## src/rtl/mips_fetch_pkg.sv

```systemverilog
// Shared fetch-stage definitions: reset/exception vectors, FSM encoding, redirect causes.
package mips_fetch_pkg;

    localparam logic [31:0] RESET_PC_DEF = 32'hBFC0_0000;
    localparam logic [31:0] EXC_VEC_DEF  = 32'hBFC0_0380;

    typedef enum logic [1:0] {
        ST_IDLE,
        ST_FETCH,
        ST_WAIT,
        ST_HOLD
    } fetch_state_t;

    // Ordered so that a numerically larger cause has higher redirect priority.
    typedef enum logic [1:0] {
        CAUSE_NONE,
        CAUSE_BR,
        CAUSE_ERET,
        CAUSE_EXC
    } redir_cause_t;

    function automatic redir_cause_t redir_cause(input logic exc, input logic eret, input logic br);
        redir_cause_t c;
        c = CAUSE_NONE;
        if (exc)       c = CAUSE_EXC;
        else if (eret) c = CAUSE_ERET;
        else if (br)   c = CAUSE_BR;
        return c;
    endfunction

endpackage

```

## src/rtl/pc_fetch_ctrl_if.sv

```systemverilog
// SRAM-like instruction bus: one request handshake (req/addr_ok) and one data return (data_ok).
interface pc_fetch_ctrl_if #(
    parameter int ADDR_W = 32
);
    logic              inst_req;
    logic [ADDR_W-1:0] inst_addr;
    logic              inst_addr_ok;
    logic              inst_data_ok;
    logic [31:0]       inst_rdata;

    modport master (
        output inst_req, inst_addr,
        input  inst_addr_ok, inst_data_ok, inst_rdata
    );

    modport slave (
        input  inst_req, inst_addr,
        output inst_addr_ok, inst_data_ok, inst_rdata
    );
endinterface

```

## src/rtl/fetch_buf.sv

```systemverilog
// One-entry {valid, pc, inst, adel} buffer between fetch and IF/ID.
// Load is visible the cycle after; flush beats load beats consume.
module fetch_buf #(
    parameter int ADDR_W = 32
) (
    input  logic              clk,
    input  logic              rst,
    input  logic              load,
    input  logic              flush,
    input  logic              consume,
    input  logic [ADDR_W-1:0] load_pc,
    input  logic [31:0]       load_inst,
    input  logic              load_adel,
    output logic              valid,
    output logic [ADDR_W-1:0] pc,
    output logic [31:0]       inst,
    output logic              adel
);

    always_ff @(posedge clk or posedge rst) begin
        if (rst) begin
            valid <= 1'b0;
            pc    <= '0;
            inst  <= '0;
            adel  <= 1'b0;
        end else if (flush) begin
            valid <= 1'b0;
            adel  <= 1'b0;
        end else if (load) begin
            valid <= 1'b1;
            pc    <= load_pc;
            inst  <= load_inst;
            adel  <= load_adel;
        end else if (consume) begin
            valid <= 1'b0;
            adel  <= 1'b0;
        end
    end

endmodule

```

## src/rtl/pc_fetch_ctrl.sv

```systemverilog
// Fetch sequencer: owns the PC, selects next PC, runs one outstanding instruction-bus request.
// Instruction appears in the output buffer one cycle after data_ok; stall_i holds it and blocks refill.
module pc_fetch_ctrl
    import mips_fetch_pkg::*;
#(
    parameter int                ADDR_W   = 32,
    parameter logic [ADDR_W-1:0] RESET_PC = ADDR_W'(RESET_PC_DEF),
    parameter logic [ADDR_W-1:0] EXC_VEC  = ADDR_W'(EXC_VEC_DEF)
) (
    input  logic              clk,
    input  logic              rst,
    input  logic              stall_i,
    input  logic              exc_i,
    input  logic              eret_i,
    input  logic [ADDR_W-1:0] epc_i,
    input  logic              br_i,
    input  logic [ADDR_W-1:0] br_target_i,
    pc_fetch_ctrl_if.master   bus,
    output logic              if_valid,
    output logic [ADDR_W-1:0] if_pc,
    output logic [31:0]       if_inst,
    output logic              if_adel
);

    fetch_state_t      state, state_n;
    logic [ADDR_W-1:0] pc, pc_n;
    logic [ADDR_W-1:0] redir_pc, redir_pc_n;
    logic              redir_pend, redir_pend_n;
    redir_cause_t      pend_cause, pend_cause_n;

    redir_cause_t      cause;
    logic              redir;
    logic              take_new;
    logic [ADDR_W-1:0] target;
    logic              aligned;
    logic              can_issue;
    logic              buf_load;
    logic              buf_adel;

    assign cause     = redir_cause(exc_i, eret_i, br_i);
    assign redir     = (cause != CAUSE_NONE);
    assign take_new  = redir && (!redir_pend || (cause >= pend_cause));
    assign aligned   = (pc[1:0] == 2'b00);
    // The buffer must be empty or draining this cycle before new data may land in it.
    assign can_issue = !if_valid || !stall_i;

    always_comb begin
        target = br_target_i;
        if (exc_i)       target = EXC_VEC;
        else if (eret_i) target = epc_i;
    end

    assign bus.inst_addr = pc;
    assign bus.inst_req  = (state == ST_FETCH) && aligned && can_issue;

    always_ff @(posedge clk or posedge rst) begin
        if (rst) begin
            state      <= ST_IDLE;
            pc         <= RESET_PC;
            redir_pc   <= '0;
            redir_pend <= 1'b0;
            pend_cause <= CAUSE_NONE;
        end else begin
            state      <= state_n;
            pc         <= pc_n;
            redir_pc   <= redir_pc_n;
            redir_pend <= redir_pend_n;
            pend_cause <= pend_cause_n;
        end
    end

    always_comb begin
        state_n      = state;
        pc_n         = pc;
        redir_pc_n   = redir_pc;
        redir_pend_n = redir_pend;
        pend_cause_n = pend_cause;
        buf_load     = 1'b0;
        buf_adel     = 1'b0;
        unique case (state)
            ST_IDLE: begin
                state_n = ST_FETCH;
                if (redir) pc_n = target;
            end
            ST_FETCH: begin
                if (bus.inst_req && bus.inst_addr_ok) begin
                    state_n = ST_WAIT;
                    // Accepted request: its data must still be drained before redirecting.
                    if (redir) begin
                        redir_pend_n = 1'b1;
                        redir_pc_n   = target;
                        pend_cause_n = cause;
                    end
                end else if (redir) begin
                    pc_n = target;
                end else if (!aligned && can_issue) begin
                    buf_load = 1'b1;
                    buf_adel = 1'b1;
                    state_n  = ST_HOLD;
                end
            end
            ST_WAIT: begin
                if (take_new) begin
                    redir_pend_n = 1'b1;
                    redir_pc_n   = target;
                    pend_cause_n = cause;
                end
                if (bus.inst_data_ok) begin
                    if (redir_pend || redir) begin
                        pc_n         = take_new ? target : redir_pc;
                        redir_pend_n = 1'b0;
                        pend_cause_n = CAUSE_NONE;
                        state_n      = ST_FETCH;
                    end else begin
                        buf_load = 1'b1;
                        pc_n     = pc + ADDR_W'(4);
                        state_n  = stall_i ? ST_HOLD : ST_FETCH;
                    end
                end
            end
            ST_HOLD: begin
                // A misaligned PC parks here until something redirects it.
                if (redir) begin
                    pc_n    = target;
                    state_n = ST_FETCH;
                end else if (!stall_i && aligned) begin
                    state_n = ST_FETCH;
                end
            end
            default: state_n = ST_IDLE;
        endcase
    end

    fetch_buf #(.ADDR_W(ADDR_W)) u_buf (
        .clk       (clk),
        .rst       (rst),
        .load      (buf_load),
        .flush     (redir),
        .consume   (if_valid && !stall_i),
        .load_pc   (pc),
        .load_inst (buf_adel ? 32'h0 : bus.inst_rdata),
        .load_adel (buf_adel),
        .valid     (if_valid),
        .pc        (if_pc),
        .inst      (if_inst),
        .adel      (if_adel)
    );

endmodule
```

## src/flat_wrapper.sv

```systemverilog
// flat-port wrapper written by rule: the top's interface ports become plain ports
module pc_fetch_ctrl_flat import mips_fetch_pkg::*;
#(
    parameter int                ADDR_W   = 32,
    parameter logic [ADDR_W-1:0] RESET_PC = ADDR_W'(RESET_PC_DEF),
    parameter logic [ADDR_W-1:0] EXC_VEC  = ADDR_W'(EXC_VEC_DEF)
)
  (clk, rst, stall_i, exc_i, eret_i, epc_i, br_i, br_target_i, if_valid, if_pc, if_inst, if_adel, bus_inst_req, bus_inst_addr, bus_inst_addr_ok, bus_inst_data_ok, bus_inst_rdata);
  pc_fetch_ctrl_if #(.ADDR_W(ADDR_W)) bus_i ();
  input  logic clk;
  input  logic rst;
  input  logic stall_i;
  input  logic exc_i;
  input  logic eret_i;
  input  logic [ADDR_W-1:0] epc_i;
  input  logic br_i;
  input  logic [ADDR_W-1:0] br_target_i;
  output logic if_valid;
  output logic [ADDR_W-1:0] if_pc;
  output logic [31:0] if_inst;
  output logic if_adel;
  output wire logic [$bits(bus_i.inst_req)-1:0] bus_inst_req;
  output wire logic [$bits(bus_i.inst_addr)-1:0] bus_inst_addr;
  input wire logic [$bits(bus_i.inst_addr_ok)-1:0] bus_inst_addr_ok;
  input wire logic [$bits(bus_i.inst_data_ok)-1:0] bus_inst_data_ok;
  input wire logic [$bits(bus_i.inst_rdata)-1:0] bus_inst_rdata;
  assign bus_inst_req = bus_i.inst_req;
  assign bus_inst_addr = bus_i.inst_addr;
  assign bus_i.inst_addr_ok = bus_inst_addr_ok;
  assign bus_i.inst_data_ok = bus_inst_data_ok;
  assign bus_i.inst_rdata = bus_inst_rdata;
  pc_fetch_ctrl #(.ADDR_W(ADDR_W), .RESET_PC(RESET_PC), .EXC_VEC(EXC_VEC)) u_core (.clk(clk), .rst(rst), .stall_i(stall_i), .exc_i(exc_i), .eret_i(eret_i), .epc_i(epc_i), .br_i(br_i), .br_target_i(br_target_i), .bus(bus_i), .if_valid(if_valid), .if_pc(if_pc), .if_inst(if_inst), .if_adel(if_adel));
endmodule
```

## config.mk

```make
export PLATFORM = sky130hd
export DESIGN_NAME = pc_fetch_ctrl_flat
export DESIGN_NICKNAME = d
export VERILOG_FILES = /design/src/rtl/mips_fetch_pkg.sv /design/src/rtl/pc_fetch_ctrl_if.sv /design/src/rtl/fetch_buf.sv /design/src/rtl/pc_fetch_ctrl.sv /design/src/flat_wrapper.sv
export SDC_FILE = /design/constraint.sdc
export NUM_CORES = 1
export LEC_CHECK = 0
export CAP_MARGIN = 25
export CORE_UTILIZATION = 40
export CTS_BUF_LIST = sky130_fd_sc_hd__clkbuf_2
export DETAILED_ROUTE_END_ITERATION = 8
export HOLD_SLACK_MARGIN = 0.1
export PLACE_DENSITY = 0.69
export SLEW_MARGIN = 30
export SYNTH_ARGS = -nofsm -noshare
export SYNTH_HDL_FRONTEND = slang
export SYNTH_SLANG_ARGS = --single-unit
```

## constraint.sdc

```tcl
create_clock -name clk -period 11.5 [get_ports clk]
set_input_delay 2.3 -clock clk [delete_from_list [all_inputs] [get_ports clk]]
set_output_delay 2.3 -clock clk [all_outputs]
set_load 0.02 [all_outputs]
```

Word-level counts from Yosys, hierarchy flattened
Index checks and enable logic that the tools add are counted.
{ "totals": {"in_bits": 104, "mem_bits_rw": 0, "rom_bits": 0, "reg_bits": 135, "output_inout_bits": 99, "memories": 0, "latchBits": 0} }
{ "classes": {"n_mul": 0, "n_reduce_logical": 24, "add_sub_neg": 1, "n_div": 0, "magnitude_cmp": 1, "bitwise_logic": 1, "shifts": 0, "n_eq_ne": 10, "mux": 48} }
{ "ops": {"columns": ["cell", "n"], "rows": [
  ["two-way mux 32 bit", 10],
  ["one-hot mux 32 bit (3 select lines)", 1],
  ["one-hot mux 32 bit (2 select lines)", 1],
  ["adder 32 x 3 -> 32 bit (second input constant)", 1],
  ["two-way mux 2 bit", 15],
  ["two-way mux 1 bit", 17],
  ["one-hot mux 2 bit (4 select lines)", 1],
  ["logical AND 1 bit", 7],
  ["inequality test 2 bit (second input constant)", 3],
  ["inequality test 3 bit (second input constant)", 2],
  ["equality test 2 bit (second input constant)", 2],
  ["logical NOT 1 bit", 4],
  ["logical NOT 2 bit", 2],
  ["one-hot mux 1 bit (2 select lines)", 2],
  ["one-hot mux 2 bit (2 select lines)", 1],
  ["AND reduction 2 bit", 2],
  ["AND reduction 4 bit", 1],
  ["nonzero test 2 bit", 2],
  ["logical OR 1 bit", 3],
  ["inequality test 3 x 1 -> 1 bit (second input constant)", 1],
  ["AND reduction 3 bit", 1],
  ["nonzero test 3 bit", 1],
  ["equality test 2 x 1 -> 1 bit (second input constant)", 1],
  [">= comparator 2 bit", 1],
  ["other kinds (3)", 3]
]} }

Longest topological paths before layout
Gate-level depths: netlist (run 1).
{ "depth": {"ltp_word": 10, "mapped_depth": 14} }

By module
A second synthesis (run 1) with hierarchy kept.
{ "unflattened": {"hier_cells": 717, "area_unflattened_um2": 8027.7} }
{ "modules_own_cells": {"columns": ["module", "cells_per_inst", "n_inst", "seq_area_each_um2", "area_each_um2"], "rows": [
  ["pc_fetch_ctrl", 572, 1, 1737.9, 5240.0],
  ["fetch_buf", 145, 1, 1651.6, 2787.7]
]} }

Least setup slack after synthesis (run 1)
No wires, ideal clock.
{ "synth_timing": {"path_type": "in2reg", "startpoint": "input eret_i", "endpoint": "register u_core.pc[25] (netlist: u_core.bus.inst_addr[25])", "path_buffers": 5, "cell_stages": 14, "setup_ns": 0.073, "setup_slack_ns": 6.284, "arrival_ns": 5.143, "path_cell_list": "buf_2 > buf_1 > clkbuf_1 > inv_1 > a21oi_1 > ha_1 > nand2b_1 > a211oi_1 > clkbuf_8 > o21a_1 > clkbuf_1 > mux2i_1 > o21ai_0 > a21oi_1"} }
{ "synth_via": {"elab_chain_cells": 9, "elab_cells_between_ends": 15, "classes_between": "order compare (1); mux (10); reduce/logical (4)"} }
{ "synth_lines": {"columns": ["element", "line_no", "source"], "rows": [
  ["start: declaration", "flat_wrapper.sv:14", "input logic eret_i;"],
  ["two-way mux 2 bit", "mips_fetch_pkg.sv:26", "else if (eret) c = CAUSE_ERET;"],
  ["two-way mux 2 bit", "mips_fetch_pkg.sv:25", "if (exc) c = CAUSE_EXC;"],
  [">= comparator 2 bit", "pc_fetch_ctrl.sv:42", "assign take_new = redir && (!redir_pend || (cause >= pend_cause));"],
  ["logical OR 1 bit", "pc_fetch_ctrl.sv:42", null],
  ["logical AND 1 bit", "pc_fetch_ctrl.sv:42", null],
  ["two-way mux 32 bit", null, null],
  ["two-way mux 32 bit", "pc_fetch_ctrl.sv:109", "if (redir_pend || redir) begin"],
  ["two-way mux 32 bit", "pc_fetch_ctrl.sv:108", "if (bus.inst_data_ok) begin"],
  ["one-hot mux 32 bit (3 select lines) *", "pc_fetch_ctrl.sv:80", "unique case (state)"],
  ["end signal: assignment", "pc_fetch_ctrl.sv:65", "pc <= pc_n;"],
  ["end: declaration", "pc_fetch_ctrl.sv:26", "logic [ADDR_W-1:0] pc, pc_n;"]
]} }
Every way passes the cells marked *; elsewhere a longest branch is shown, timed or not. The select of a mux whose other input is x is not followed.
A chain may end at the register's enable or synchronous reset.

Final worst setup path (run 1)
{ "layout_timing": {"startpoint": "input stall_i", "endpoint": "output bus_inst_req"} }
{ "layout_via": {"elab_chain_cells": 3} }
{ "layout_lines": {"columns": ["element", "line_no", "source"], "rows": [
  ["start: declaration", "flat_wrapper.sv:12", "input logic stall_i;"],
  ["logical NOT 1 bit", "pc_fetch_ctrl.sv:45", "assign can_issue = !if_valid || !stall_i;"],
  ["logical OR 1 bit", "pc_fetch_ctrl.sv:45", null],
  ["logical AND 1 bit", "pc_fetch_ctrl.sv:54", "assign bus.inst_req = (state == ST_FETCH) && aligned && can_issue;"],
  ["end: declaration", "flat_wrapper.sv:22", "output wire logic [$bits(bus_i.inst_req)-1:0] bus_inst_req;"]
]} }
Every way passes these cells.

==> results of run 1 <==
-- layer usage --
metal | vias up | part of all wire, % | global-route usage (%)
li1 | 3140 | - | -
met1 | 3106 | 44 | 29.6
met2 | 261 | 47 | 39.1
met3 | 23 | 7.4 | 5.29
met4 | 0 | 1.3 | 6.11
met5 | - | 0 | 0
-- sequential cells by signal, indices dropped and copies added, names as in the netlist --
name                  cells
u_core.bus.inst_addr     32
u_core.u_buf.inst        32
u_core.redir_pc          32
u_core.state              2
u_core.u_buf.adel         1
u_core.u_buf.pc          32
u_core.u_buf.valid        1
u_core.pend_cause         2
u_core.redir_pend         1
-- power groups by stage --
| stage | sequential (W) | clock (W) | combinational (W) |
|---|---|---|---|
| 6_report | 0.000877 | 0.000321 | 0.00115 |
| 5_1_grt | 0.000909 | 0.000353 | 0.00125 |
| 4_1_cts | 0.000877 | 0.000330 | 0.00116 |
| 3_5_place_dp | 0.000889 | 0 | 0.00115 |
| 3_3_place_gp | 0.000882 | 0 | 0.00114 |
| 2_1_floorplan | 0.00104 | 0 | 0.000497 |
-- area by class of cell --
class                      count  area share, %
antenna                        1         0.0262
tap                          225           2.94
multi-input combinational    551           35.1
sequential                   135           35.4
clock buffer                  18          0.942
clock inverter                14           1.91
timing repair buffer         213           21.9
inverter                      43           1.74
-- synth_stat cells (8+ instances only) --
master / count
dfrtp_1: 126
nand2_1: 90
o21ai_0: 88
nor2_1: 70
nand3_1: 50
inv_1: 43
mux2_2: 38
a21oi_1: 34
clkbuf_1: 30
mux2i_1: 25
a211oi_1: 13
buf_2: 12
or2_2: 11
nor3_1: 10
a31oi_1: 9
dfstp_2: 9
nand4_1: 8
nor2b_1: 8
-- worst max-delay path: cells and delay by family --
| family | cells | cell delay [ns] |
|---|---|---|
| buffers and inverters | 2 | 1.06 |
| AND/OR/NAND/NOR | 2 | 0.36 |
-- placed cells by master, fill, tap and decap left out, types with 3 or more instances in the layout --
master,Yosys,final
o31ai_1,4,4
clkdlybuf4s50_1,0,201
o22a_1,3,3
nor4_1,5,5
and3_1,6,6
nor3_1,10,10
ha_1,6,6
a221oi_1,5,5
o211ai_1,3,3
nor2_1,70,69
a31oi_1,9,9
o22ai_1,6,6
nand3_1,50,50
dfrtp_1,126,126
mux2_2,38,38
clkbuf_2,1,18
o32a_1,7,7
or2_2,11,11
clkinv_4,0,4
nand2b_1,3,3
inv_1,43,42
o21ai_0,88,87
a21oi_1,34,34
a211oi_1,13,12
mux2i_1,25,25
nand2_1,90,89
dfstp_2,9,9
buf_4,1,11
nor2b_1,8,8
o221ai_1,7,7
clkinv_1,0,4
nand4_1,8,8
a21o_1,6,6
bufinv_16,0,4
-- worst min path at each step --
| stage | from | endpoint | slack, ns | depth (start not counted) |
|---|---|---|---|---|
| finish | u_core.redir_pc[6]$_DFFE_PP0P_ | u_core.redir_pc[6]$_DFFE_PP0P_ | 0.50 | 2 |
| global route | u_core.redir_pc[14]$_DFFE_PP0P_ | u_core.redir_pc[14]$_DFFE_PP0P_ | 0.52 | 2 |
| CTS | u_core.redir_pc[6]$_DFFE_PP0P_ | u_core.redir_pc[6]$_DFFE_PP0P_ | 0.50 | 2 |
| detailed placement | u_core.redir_pc[6]$_DFFE_PP0P_ | u_core.redir_pc[6]$_DFFE_PP0P_ | 0.46 | 2 |
| global placement | u_core.redir_pc[20]$_DFFE_PP0P_ | u_core.redir_pc[20]$_DFFE_PP0P_ | 0.46 | 2 |
| floorplan | u_core.redir_pc[2]$_DFFE_PP0P_ | u_core.redir_pc[2]$_DFFE_PP0P_ | 0.44 | 2 |
-- kinds of logic after synthesis --
group,after synthesis
muxes,63
AOI/OAI and AO/OA,205
DFF,135
xor gates and xnor gates,1
adders and majority gates,6
buffers and inverters,96
and+or+nand+nor,276
-- stage by stage --
stage          area [µm²]  hold WS (ns)
3_3_place_gp         9290         0.456
6_report             9570         0.497
2_1_floorplan        7170         0.442
3_5_place_dp         9290         0.462
5_1_grt              9570         0.520
4_1_cts              9560         0.502
==> results.md, run 1 <==
* Clk_skew at 0.0301 ns
* Fraction of the yosys area taken by sequential cells at 47.3%
* Clock share of power at 13.7%
* CTS sink count at 135
* FF+latch area at 3390 µm²
* Antenna violations before repair at 1
* DRC viols at 0
* Non-filler cells, final at 1200
* Post-synth top area share at 44.0%
* R2R Path Start: u_core.bus.inst_addr[0]$_DFFE_PP0P_
* Fin crit share at 52.4%
* Most frequent cell on the critical path: clkdlybuf4s50_1
* Post-synth net total at 892
* First-pass GRT wire length at 33000 µm
* Max-cap viol count at 0
* Final hold vios at 0
* Drt wl/cell at 17.2 µm
* Post-Route WL at 20700 µm
* Worst setup SP type: primary input
* Syn avg cell area at 9.17 µm²
* CTS root buf: clkbuf_2
* Critical path data required time at 9.20 ns
* Post-synthesis simple-gate area fraction at 18.0%
* CTS tree: yes
* Post-CTS Resized at 0
* First-pass iteration count of the detailed router at 5
* Combinational share of power at 49.1%
* Internal power at 0.00136 W
* Fillers at 1597
* Final Util at 54.9%
* Crit-path slowest cell: clkdlybuf4s50_1
* Fin Setup TNS at 0 ns
* Top Ports at 203
* Hold Crit Class: reg -> reg
* Largest family of logic cells by synthesized area: simple AND/OR/NAND/NOR gates
* Total GRT Usage at 23.1%
* Dominant synthesized flop cell: dfrtp_1
* Status: finished, final reports clean
* Mux contribution to synthesized area at 9.46%
* Buffers on Ports at 202
* Crit path from: stall_i
* Max H-tree Level at 4
* Reg2Reg Depth at 5
* Worst Path Max Fanout at 7
* Worst path arrival time at 3.72 ns
* Slew @ Worst Pin at 1.05 ns
* Layout cell share with drive strength beyond 1 at 11.6%
* Largest stage delay, worst path at 0.60 ns
* Ys async rst share at 100%
* Largest net degree at the start of global routing at 92
* Initial drt markers at 421
* Cell count after placement at 1167
* Setup repair bufs after CTS at 0
* DP HPWL at 14300 µm
* Worst skew pair latency at 0.72 ns
* Reg-to-Reg End: u_core.redir_pc[29]$_DFFE_PP0P_
* Static leakage at 4.02 nW
* Number of synthesized flops with an enable pin at 0
* Critical Path, Cell by Cell: clkdlybuf4s50_1 > nand2_1 > and3_1 > clkdlybuf4s50_1
* Overflow after GRT at 0
* Chip height at 136 µm
* Sw Pwr at 0.000992 W
* Vias in the first global route at 6250
* Slew HR at 29.5%
* RSZ-0062 raised after global routing: false
* Post-Synth Adder-Cell Area at 1.05%
* Crit path capture type: primary output
* Final Setup Violations at 0
* Multi-input gate area at 3350 µm²
* IR Drop Worst-Case VDD at 143 µV
* Num CTS Buffers at 17
* Sw Share at 42.2%
* Synth top area cells: dfrtp_1 (44%), o21ai_0 (6.1%), mux2_2 (6.0%)
* Yosys cell types at 60
* Sequential power share at 37.3%
* Power Density at 246 nW/µm²
* Via density per instance at 5.44
* Power Total at 0.00235 W
* Internal reg-to-reg setup slack at 8.68 ns
* Post-CTS Hold Buffers at 0
* Total number of vias at 6530
* Setup ws final at 5.48 ns
* Crit path to: bus_inst_req
* Flop and latch count out of synthesis at 135
* Pre-CTS WS at 5.46 ns
* Die ar. at 18500 µm²
* Final Net Count at 1071
* Core area at 17400 µm²
* Yosys warns at 0
* Cells after Synth at 782
* Synth Area in Compound Gates at 17.9%
* Die width at 136 µm
* Gpl congestion at 0.799
* Clock Tree Buf Depth at 2
* Leading area contributor after synthesis: dfrtp_1
* Pins over their slew limit at 0
* CP Class: in -> out
* Starting density of the core at 41.2%
* Antenna viol nets, final at 0
* FP Rows at 48
* Peak Freq at 166 MHz
* Min cycle time layout at 6.02 ns
* Synth Area in XOR/XNOR at 0.122%
* Worst-path clk slew at 0.17 ns
* Area Growth Syn to Fin at 33.4%
* Mapped Area at 7170 µm²
No activity file was read; power rests on OpenSTA's default activity.
==> run 2: changes to the inputs <==
clock period = 5.55 ns   (was 11.5 ns; I/O delays follow)
==> results.md, run 2 (synthesis gave the netlist of run 1 again) <==
* Fin crit share at 67.2%
* Core area at 17400 µm² (unchanged)
* Fin Setup TNS at 0 ns (unchanged)
* First-pass GRT wire length at 33100 µm (+0.23%)
* Power Density at 507 nW/µm² (+110%)
* Vias in the first global route at 6267 (+0.27%)
* Status: finished, final reports clean
* Slew HR at 42.4% (+13 points)
* FF+latch area at 3390 µm² (unchanged)
* Crit-path slowest cell: clkdlybuf4s50_1
* Peak Freq at 268 MHz
* Post-layout instance area at 9580 µm² (+0.17%)
* First-pass iteration count of the detailed router at 5 (unchanged)
* Via density per instance at 5.48 (+0.79%)
* Hold endpoint: u_core.redir_pc[18]$_DFFE_PP0P_
* Crit path capture type: flip-flop
* Final Setup Violations at 0 (unchanged)
* Worst hold path depth at 2 (unchanged)
* Layout cell share with drive strength beyond 1 at 12.1% (+0.48 points)
* Setup repair bufs after CTS at 0 (unchanged)
* Min-delay src: u_core.redir_pc[18]$_DFFE_PP0P_
* IR Drop Worst-Case VDD at 277 µV (+93%)
* Max-cap viol count at 0 (unchanged)
* Post-CTS Resized at 0 (unchanged)
* DP HPWL at 14900 µm (+4.4%)
* Drt wl/cell at 17.4 µm (+0.79%)
* Gpl congestion at 0.828 (+3.7%)
* Hold Crit Class: reg -> reg
* Buffers on Ports at 202 (unchanged)
* Clk_skew at 0.0318 ns (+0.00172 ns)
* Crit-path leading delay family: compound AO/OA/AOI/OAI gates
* Area Growth Syn to Fin at 33.6%
* Overflow after GRT at 0 (unchanged)
* Total GRT Usage at 23.1% (-0.025 points)
* Chip height at 136 µm (unchanged)
* Critical Path, Cell by Cell: clkdlybuf4s50_1 > a21oi_1 > ha_1 > nand2b_1 > a211oi_2 > o21ai_1 > buf_4 > a221o_1 > a21oi_1
* Worst setup SP type: primary input
* Hold WS at 0.507 ns (+0.0102 ns)
* Worst-path clk slew at 0.19 ns (+0.02 ns)
* Most frequent cell on the critical path: a21oi_1
* Final Util at 55.0% (+0.093 points)
* CTS sink count at 135 (unchanged)
* Internal reg-to-reg setup slack at 2.84 ns (-5.84 ns)
* Starting density of the core at 41.2% (unchanged)
* Largest net degree at the start of global routing at 106 (+15%)
* R2R Path Start: u_core.state[0]$_DFFE_PP0P_
* Num CTS Buffers at 17 (unchanged)
* Multi-input gate area at 3350 µm² (about the same)
* Post-Route WL at 20900 µm (+1.0%)
* Static leakage at 4.02 nW (+0.16%)
* Min cycle time layout at 3.73 ns
* Slew @ Worst Pin at 0.855 ns (-0.192 ns)
* Max H-tree Level at 4 (unchanged)
* Worst Path Max Fanout at 20 (+13)
* Reg2Reg Depth at 6 (+1)
* Placed Area at 9320 µm² (+0.35%)
* Most frequent cells in the layout: clkdlybuf4s50_1 (201), dfrtp_1 (126), nand2_1 (90), o21ai_0 (87), nor2_1 (69)
* Post-CTS Hold Buffers at 0 (unchanged)
* Fillers at 1631 (+2.1%)
* RSZ-0062 raised after global routing: false
* Largest stage delay, worst path at 0.78 ns (+0.18 ns)
* Final hold vios at 0 (unchanged)
* CP Class: in -> reg
* Clock Tree Buf Depth at 2 (unchanged)
* Critical path data required time at 6.18 ns (-3.02 ns)
* Reg-to-Reg End: u_core.bus.inst_addr[14]$_DFFE_PP0P_
* Pins over their slew limit at 0 (unchanged)
* Initial drt markers at 459 (+9.0%)
* Final Net Count at 1074 (+0.28%)
* Antenna violations before repair at 1 (unchanged)
* DRC viols at 0 (unchanged)
* Antenna viol nets, final at 0 (unchanged)
* CTS tree: yes
* Die width at 136 µm (unchanged)
* Worst skew pair latency at 0.71 ns (about the same)
* FP Rows at 48 (unchanged)
* Die ar. at 18500 µm² (unchanged)
* CP Depth at 9 (+5)
* Buffers plus inverters on the worst setup path at 2 (unchanged)
* Commonest non-fill, non-tap cell in the layout: clkdlybuf4s50_1
* CTS root buf: clkbuf_2
* Total number of vias at 6598 (+1.0%)
* Worst path arrival time at 4.35 ns (+0.63 ns)
* Top Ports at 203 (unchanged)
## run 2: cell count changes in the layout (fill, tap and decap cells not counted), sizes merged
cell and delta:
buf +3, clkinvlp +1, clkbuf -1, bufinv -2, inv +5, clkinv -3
## run 2: area by class of cell
type / instances / area share (%)
Clock buffer: 17 / 0.888
Tap cell: 225 / 2.94
Antenna cell: 1 / 0.0261
Clock inverter: 15 / 1.76
Multi-Input combinational cell: 551 / 35.0
Sequential cell: 135 / 35.4
Timing Repair Buffer: 216 / 22.3
Inverter: 43 / 1.76
## run 2: worst min-delay path, delay by kind of cell, from the launching register on
family / cells / cell delay [ns]
simple gates: 1 / 0.04
compound gates: 1 / 0.06
flops: 1 / 0.39
## run 2: worst max path at each step
| stage | start | end | slack [ns] |
|---|---|---|---|
| floorplan | rst | u_core.bus.inst_addr[0]$_DFFE_PP0P_ | 0.84 |
| finish | exc_i | u_core.bus.inst_addr[9]$_DFFE_PP0P_ | 1.82 |
| global placement | exc_i | u_core.bus.inst_addr[9]$_DFFE_PP0P_ | 0.89 |
| CTS | exc_i | u_core.bus.inst_addr[9]$_DFFE_PP0P_ | 1.57 |
| detailed placement | exc_i | u_core.bus.inst_addr[27]$_DFFE_PP1P_ | 0.79 |
| global route | exc_i | u_core.bus.inst_addr[27]$_DFFE_PP1P_ | 1.58 |
## run 2: stage by stage
stage | cells | setup WS [ns] | power, W
after floorplan | 782 | 0.844 | 0.00318
after global placement | 1170 | 0.894 | 0.00420
after detailed placement | 1170 | 0.788 | 0.00426
after CTS | 1202 | 1.57 | 0.00488
after global routing | 1203 | 1.58 | 0.00519
final | 1203 | 1.82 | 0.00486
## run 2: routing by layer
metal / part of all wire (%) / global-route usage (%) / up-vias
li1: - / - / 3144
met2: 46 / 37.8 / 247
met1: 45 / 30.7 / 3174
met3: 7.0 / 4.29 / 33
met5: 0 / 0 / -
met4: 1.9 / 7.47 / 0
## run 2: report_power, final
part	leakage (nW)	switching, W	internal (W)
registers	1.64	0.000376	0.00145
clock network	0.146	0.000402	0.000217
logic	2.24	0.00132	0.00109
==> run 3: changes to the inputs <==
clock period = 3.7 ns   (was 5.55 ns; I/O delays follow)
==> results.md, run 3 (synthesis gave the netlist of run 1 again) <==
* Status: finished, final reports clean
* Gpl congestion at 0.829 (about the same)
* Die width at 136 µm (unchanged)
* Final Setup Violations at 0 (unchanged)
* Most frequent cells in the layout: clkdlybuf4s50_1 (201), dfrtp_1 (126), nand2_1 (90), o21ai_0 (87), nor2_1 (70)
* Antenna viol nets, final at 0 (unchanged)
* Fin crit share at 81.9%
* Largest net degree at the start of global routing at 97 (-8.5%)
* DP HPWL at 14600 µm (-1.8%)
* Initial drt markers at 453 (-1.3%)
* Crit-path slowest cell: clkdlybuf4s50_1
* Clock Tree Buf Depth at 2 (unchanged)
* Overflow after GRT at 0 (unchanged)
* CTS root buf: clkbuf_2
* FP Rows at 48 (unchanged)
* Final Net Count at 1086 (+1.1%)
* Max-cap viol count at 0 (unchanged)
* Largest stage delay, worst path at 0.60 ns (-0.18 ns)
* Layout cell share with drive strength beyond 1 at 13.0% (+0.97 points)
* Worst Path Max Fanout at 7 (-65%)
* Final hold vios at 0 (unchanged)
* Slew @ Worst Pin at 0.849 ns (-0.00579 ns)
* Starting density of the core at 41.2% (unchanged)
* Setup repair bufs after CTS at 0 (unchanged)
* Top Ports at 203 (unchanged)
* First-pass iteration count of the detailed router at 7 (+2)
* Slew HR at 43.2% (+0.78 points)
* Min cycle time layout at 3.03 ns
* Worst path arrival time at 2.29 ns (-2.06 ns)
* IR Drop Worst-Case VDD at 441 µV (+59%)
* Hold Crit Class: in -> async
* Total GRT Usage at 23.0% (-0.038 points)
* Antenna violations before repair at 2 (+1)
* Post-CTS Resized at 0 (unchanged)
* Multi-input gate area at 3340 µm² (-0.22%)
* First-pass GRT wire length at 32900 µm (-0.40%)
* Critical Path, Cell by Cell: inv_1 > ha_1 > and3_1 > clkdlybuf4s50_1
* Worst setup SP type: flip-flop
* Fin Setup TNS at 0 ns (unchanged)
* Final Util at 55.5% (+0.47 points)
* FF+latch area at 3390 µm² (unchanged)
* Clk_skew at 0.0290 ns (-0.00281 ns)
* DRC viols at 0 (unchanged)
* Worst-path clk slew at 0.21 ns (+0.02 ns)
* Peak Freq at 330 MHz
* Worst skew pair latency at 0.72 ns (about the same)
* Via density per instance at 5.36 (-2.3%)
* CP Class: reg -> out
* Buffers on Ports at 202 (unchanged)
* Placed Area at 9440 µm² (+1.3%)
* Commonest non-fill, non-tap cell in the layout: clkdlybuf4s50_1
* Drt wl/cell at 17.0 µm (-2.2%)
* Critical path data required time at 2.96 ns (-3.22 ns)
* Buffers plus inverters on the worst setup path at 2 (unchanged)
* Max H-tree Level at 4 (unchanged)
* Core area at 17400 µm² (unchanged)
* Setup ws final at 0.669 ns (-1.15 ns)
* Fillers at 1568 (-3.9%)
* Num CTS Buffers at 17 (unchanged)
* CTS sink count at 135 (unchanged)
* Vias in the first global route at 6268 (+0.016%)
* Power Density at 749 nW/µm² (+48%)
* Static leakage at 4.07 nW (+1.1%)
* Power Total at 0.00724 W (+49%)
* RSZ-0062 raised after global routing: false
* Post-layout instance area at 9670 µm² (+0.86%)
* Post-Route WL at 20700 µm (-1.2%)
* Pins over their slew limit at 0 (unchanged)
* Crit-path leading delay family: buffers and inverters
* Area Growth Syn to Fin at 34.8%
* Pre-CTS WS at 0.313 ns (-0.475 ns)
* Die ar. at 18500 µm² (unchanged)
* Chip height at 136 µm (unchanged)
* Post-CTS Hold Buffers at 0 (unchanged)
* Total number of vias at 6517 (-1.2%)
* Crit path capture type: primary output
* CTS tree: yes
==> run 3: routing by layer <==
metal,vias up,track usage (%),share of wire (%)
met5,-,0,0
met4,0,7.04,1.3
met3,24,5.29,7.9
met2,272,37.8,47
met1,3052,30.1,44
li1,3169,-,-
==> run 3: power breakdown <==
group / internal, W / switching [W] / leakage [nW]
Sequential: 0.00217 / 0.000563 / 1.64
Combinational: 0.00169 / 0.00199 / 2.30
Clock: 0.000248 / 0.000577 / 0.127
==> run 3: cell type report <==
class | count | share of cell area, %
diodes | 2 | 0.0518
clock buffers | 18 | 0.932
clock inverters | 14 | 1.32
inverters | 43 | 1.71
multi-input cells | 551 | 34.6
flip-flops and latches | 135 | 35.1
well taps | 225 | 2.91
repair buffers | 228 | 23.4
==> run 3: path summary, 6_finish.rpt <==
| kind | start | endpoint | slack (ns) | cells past startpoint |
|---|---|---|---|---|
| min reg2reg | u_core.redir_pc[5]$_DFFE_PP0P_ | u_core.redir_pc[5]$_DFFE_PP0P_ | 0.51 | 2 |
| max reg2reg | u_core.state[0]$_DFFE_PP0P_ | u_core.u_buf.pc[19]$_DFFE_PP0P_ | 1.20 | 7 |
| max in group asynchronous | rst | u_core.bus.inst_addr[23]$_DFFE_PP1P_ | 2.35 | 3 |
| max | u_core.state[1]$_DFFE_PP0P_ | bus_inst_req | 0.67 | 4 |
| min in group clk | u_core.redir_pc[5]$_DFFE_PP0P_ | u_core.redir_pc[5]$_DFFE_PP0P_ | 0.51 | 2 |
| min | rst | u_core.u_buf.inst[27]$_DFFE_PP0P_ | 0.46 | 2 |
==> run 3: metrics by stage <==
step	cells	hold WS, ns
after floorplan	782	0.442
after global placement	1182	0.459
after detailed placement	1182	0.466
after CTS	1214	0.428
after global routing	1216	0.440
final	1216	0.462
